## config.mk

```make
export PLATFORM = sky130hd
export DESIGN_NAME = demux1x4_4b_buf
export DESIGN_NICKNAME = d
export VERILOG_FILES = /design/src/rtl/demux1x4_4b_buf.sv
export SDC_FILE = /design/constraint.sdc
export NUM_CORES = 1
export LEC_CHECK = 0
export ABC_AREA = 0
export ABC_CLOCK_PERIOD_IN_PS = 1900
export BUFFER_PORTS_ARGS = -buffer_cell sky130_fd_sc_hd__buf_2
export CAP_MARGIN = 20
export CORE_MARGIN = 4
export CORE_UTILIZATION = 51
export DETAILED_ROUTE_END_ITERATION = 16
export GPL_TIMING_DRIVEN = 0
export PLACE_DENSITY = 0.78
export SYNTH_ARGS = -nofsm -noshare
export SYNTH_HDL_FRONTEND = slang
export SYNTH_SLANG_ARGS = --single-unit
```

## constraint.sdc

```tcl
create_clock -name clk -period 1.9 [get_ports clk]
set_input_delay 0.095 -clock clk [delete_from_list [all_inputs] [get_ports clk]]
set_output_delay 0.095 -clock clk [all_outputs]
set_load 0.02 [all_outputs]
```

## src/rtl/demux1x4_4b_buf.sv

```systemverilog
// 1-to-4 demultiplexer with a one-entry registered slot and valid/ready handshake per channel.
// Define DEMUX_AUTO_SEL_EN to select channels with an internal round-robin pointer (exposed on sel_q).
module demux1x4_4b_buf #(
  parameter int WIDTH = 4,
  parameter int CNT_W = 8
) (
  input  logic             clk,
  input  logic             rst,
  input  logic [WIDTH-1:0] d,
  input  logic             s0,
  input  logic             s1,
  input  logic             in_valid,
  output logic             in_ready,
  output logic [WIDTH-1:0] f0,
  output logic [WIDTH-1:0] f1,
  output logic [WIDTH-1:0] f2,
  output logic [WIDTH-1:0] f3,
  output logic             v0,
  output logic             v1,
  output logic             v2,
  output logic             v3,
  input  logic             r0,
  input  logic             r1,
  input  logic             r2,
  input  logic             r3,
  output logic [CNT_W-1:0] cnt0,
  output logic [CNT_W-1:0] cnt1,
  output logic [CNT_W-1:0] cnt2,
  output logic [CNT_W-1:0] cnt3
`ifdef DEMUX_AUTO_SEL_EN
  ,
  output logic [1:0]       sel_q
`endif
);

  // Handshake: a transfer happens on an edge where valid & ready are both high.
  // Input side: in_valid/in_ready; channel k side: vk (slot full) / rk (consumer takes it).
  // A full slot whose consumer is ready can be reloaded in the same cycle it drains.

  logic [WIDTH-1:0] f_q   [4];
  logic [CNT_W-1:0] cnt_q [4];
  logic [3:0]       v_q;
  logic [3:0]       r_vec;
  logic [1:0]       sel;
  logic             accept;

  assign r_vec = {r3, r2, r1, r0};

`ifdef DEMUX_AUTO_SEL_EN
  logic [1:0] ptr_q;
  logic       unused_sel;

  assign unused_sel = s0 ^ s1;
  assign sel        = ptr_q;
  assign sel_q      = ptr_q;

  // Pointer advances only on an accepted transfer, so a stall holds it on the full channel.
  always_ff @(posedge clk) begin
    if (rst) begin
      ptr_q <= 2'd0;
    end else if (accept) begin
      ptr_q <= ptr_q + 2'd1;
    end
  end
`else
  assign sel = {s1, s0};
`endif

  assign in_ready = ~rst & (~v_q[sel] | r_vec[sel]);
  assign accept   = in_valid & in_ready;

  always_ff @(posedge clk) begin
    if (rst) begin
      v_q <= 4'b0000;
      for (int k = 0; k < 4; k++) begin
        f_q[k]   <= '0;
        cnt_q[k] <= '0;
      end
    end else begin
      for (int k = 0; k < 4; k++) begin
        if (accept && (sel == 2'(k))) begin
          f_q[k]   <= d;
          v_q[k]   <= 1'b1;
          cnt_q[k] <= cnt_q[k] + CNT_W'(1);
        end else if (v_q[k] && r_vec[k]) begin
          // Data stays visible after a drain; only the valid flag drops.
          v_q[k] <= 1'b0;
        end
      end
    end
  end

  assign f0   = f_q[0];
  assign f1   = f_q[1];
  assign f2   = f_q[2];
  assign f3   = f_q[3];
  assign v0   = v_q[0];
  assign v1   = v_q[1];
  assign v2   = v_q[2];
  assign v3   = v_q[3];
  assign cnt0 = cnt_q[0];
  assign cnt1 = cnt_q[1];
  assign cnt2 = cnt_q[2];
  assign cnt3 = cnt_q[3];

endmodule

```

==> reports/metrics.cfg <==
[critical_path]
worstSetupStartpointType=flop
r2r_cells=4
endpoint_kind=flop
r2r-start=v_q[3]$_SDFFE_PP0P_
path_class=reg2reg
crit_path_top_delay_cell=nand2_1
crit_path_max_incr_delay_ns=0.39
crit_required_ns=1.85
cp_max_fo=12
path_cells=nand2b_1, nand4_1, buf_2, nand2_1
crit_arrival_ns=1.62
r2r-end=cnt_q[3][4]$_SDFFCE_PN0P_
r2r_slack_ns=0.23

[finish]
finalNonFillerCells=328
layout-drive-gt1-share_pct=27.9
n_antenna_cell=0
fillers=369
area_growth_pct=20.0
nNetsFinal=292

[timing]
skew_ns=0.00870
maxSlewHeadroom_pct=66.3
rsz0062_at_grt=no
worst_slew_pin_slew_ns=0.504
fin_crit_sh_pct=87.8
slew_violations=0
setup_violations=0
hold_viol=0
finalSetupTns_ns=0
fmax_mhz=599
finalCriticalPeriod_ns=1.67

[logic_synthesis]
yosys.area_share.simple_pct=18.5
synth_area_mm2=0.00235
synth_top_family_by_area=simple AND/OR/NAND/NOR gates
synth-compound-area-share_pct=6.72
synth.yosys.warnings=0
syn_inst=203
synth_nets=220
syn_avg_cell_area_um2=11.6
synth.area.mux_share_pct=0.426
synth_fa_ha_area_share_pct=2.13
ys_ff_latch=52
synth_cell_types=24
yosysSeqAreaShare_pct=64.8
synth-xor-area-share_pct=4.48

[cts]
clkTransAtPathRegs_ns=0.09
cts_tree=built
ctsLongestPathBuffers=2
cts_max_level=2
ctsResizeCount=0
postCtsSetupBuffers=0
cts.sinks=52
root_buffer=clkbuf_8
cts_made_buffers=5
clkLatencyLatePin_ns=0.30
hold_buffers=0

[placed_design]
place_congestion=0.775
numPortBuffers=65
dp_hpwl_mm=3.53
dp_cells=320

[worst_hold_path]
min_path_cells=2
hp-class=in2reg
min_to=v_q[1]$_SDFFE_PP0P_
min-delay-start=rst

[global_route]
grt_max_degree=15
grt-ovfl-total=0
antenna_found_initial=0
grt_pass1_vias=1556
grt_pass1_wl_mm=7.27
grtUsageTotal_pct=17.0

[power]
power_density_mw_per_mm2=785
p_leak_nw=1.13
vdd_ir_drop_max_mv=0.413

[drt]
antenna_left=0
drt_iter0_markers=81
vias=1724
wl_mm=4.74
viasPerCell=5.26
dr.pass1.iters=4
drc=0
wire_per_inst_um=14.4

[floorplan]
core_mm2=0.00441
die_area_mm2=0.00575
start_util_pct=53.2
die_x_um=75.8
std_cell_rows=24
die_h_um=75.8
ioPinCount=66

[run]
max_cap_violations=0

[run_status]
run_status=finished, final reports clean

## how the worst max path moves through the flow
stage | startpoint | end
detailed placement | rst | cnt_q[3][5]$_SDFFCE_PN0P_
finish | v_q[3]$_SDFFE_PP0P_ | cnt_q[3][4]$_SDFFCE_PN0P_
floorplan | v_q[2]$_SDFFE_PP0P_ | cnt_q[2][0]$_SDFFCE_PN0P_
global placement | rst | cnt_q[2][2]$_SDFFCE_PN0P_
global route | v_q[3]$_SDFFE_PP0P_ | cnt_q[3][5]$_SDFFCE_PN0P_
CTS | v_q[3]$_SDFFE_PP0P_ | cnt_q[3][5]$_SDFFCE_PN0P_
## final cells by class
| cell class | instances | area [um^2] | share of cell area, % |
|---|---|---|---|
| Buffer | 4 | 20.0 | 0.710 |
| Clock buffer | 7 | 76.3 | 2.71 |
| Clock inverter | 1 | 3.75 | 0.133 |
| Inverter | 13 | 48.8 | 1.73 |
| Multi-Input combinational cell | 134 | 757 | 26.9 |
| Sequential cell | 52 | 1520 | 54.0 |
| Tap cell | 52 | 65.1 | 2.31 |
| Timing Repair Buffer | 65 | 325 | 11.5 |
## placed cells by master, fill, tap and decap left out
cell type,n
nand4b_1,1
mux2i_1,1
a21oi_1,12
clkbuf_1,2
nor2_1,36
nand4_1,4
nand2b_1,4
clkbuf_8,5
o311ai_0,1
nand4bb_1,1
nand4_2,1
nand2_1,8
buf_2,69
xor2_1,8
dfxtp_1,4
nor3b_2,1
ha_1,4
nand3b_1,1
clkinv_1,1
edfxtp_1,48
xnor2_1,4
o21ai_0,16
inv_1,13
a21oi_2,1
nand3_1,17
nor2b_1,1
or3_1,12
## logic make-up (layout without fill, tap and decap cells)
| family | count (synthesis) | after routing |
|---|---|---|
| AO/OA/AOI/OAI | 30 | 30 |
| XOR/XNOR | 12 | 12 |
| adder cells (fa/ha/maj) | 4 | 4 |
| buffers and inverters | 17 | 90 |
| flip-flops | 52 | 52 |
| multiplexers | 1 | 1 |
| AND/OR/NAND/NOR | 87 | 87 |
## report_power, final
group          internal, mW  switching, mW
clock                 0.257          0.333
combinational        0.0815          0.175
sequential             1.31         0.0500
total                  1.65          0.558
## worst max-delay path: cells and delay by family, from the launching register on
kind                   cells  cell delay [ns]
AND/OR/NAND/NOR            3             0.73
buffers and inverters      1             0.27
flip-flops                 1             0.31
## registers in the layout, summed over array words and instances (netlist names)
register,flops
f_q,16
cnt_q,32
v_q,4
## per-stage QoR
| stage | utilization [%] | setup slack, ns | hold slack, ns | power (mW) | area (um^2) |
|---|---|---|---|---|---|
| floorplan | - | 0.396 | 0.206 | 1.54 | 2350 |
| global placement | 62.0 | 0.183 | 0.388 | 1.64 | 2740 |
| detailed placement | 62.0 | 0.185 | 0.392 | 1.65 | 2740 |
| CTS | 63.8 | 0.192 | 0.0777 | 2.22 | 2820 |
| global route | 63.8 | 0.0396 | 0.0800 | 2.31 | 2820 |
| finish | 63.8 | 0.231 | 0.0830 | 2.21 | 2820 |
## routing by layer
layer,vias to the layer above,share of wire (%),track usage (%)
met5,-,0,0
met3,5,6.4,5.01
li1,869,-,-
met1,802,45,22.6
met4,0,0.84,3.50
met2,48,48,27.7
## cells in the mapped netlist
library cell,number,area (um^2)
a21oi_1,12,60.1
a21oi_2,1,8.76
buf_2,4,20.0
dfxtp_1,4,80.1
edfxtp_1,48,1440
ha_1,4,50.1
inv_1,13,48.8
mux2i_1,1,10.0
nand2_1,8,30.0
nand2b_1,4,25.0
nand3_1,17,85.1
nand3b_1,1,7.51
nand4_1,4,25.0
nand4_2,1,12.5
nand4b_1,1,8.76
nand4bb_1,1,11.3
nor2_1,36,135
nor2b_1,1,6.26
nor3b_2,1,12.5
o21ai_0,16,80.1
o311ai_0,1,8.76
or3_1,12,75.1
xnor2_1,4,35.0
xor2_1,8,70.1
Power figures use the tool's default switching activity.
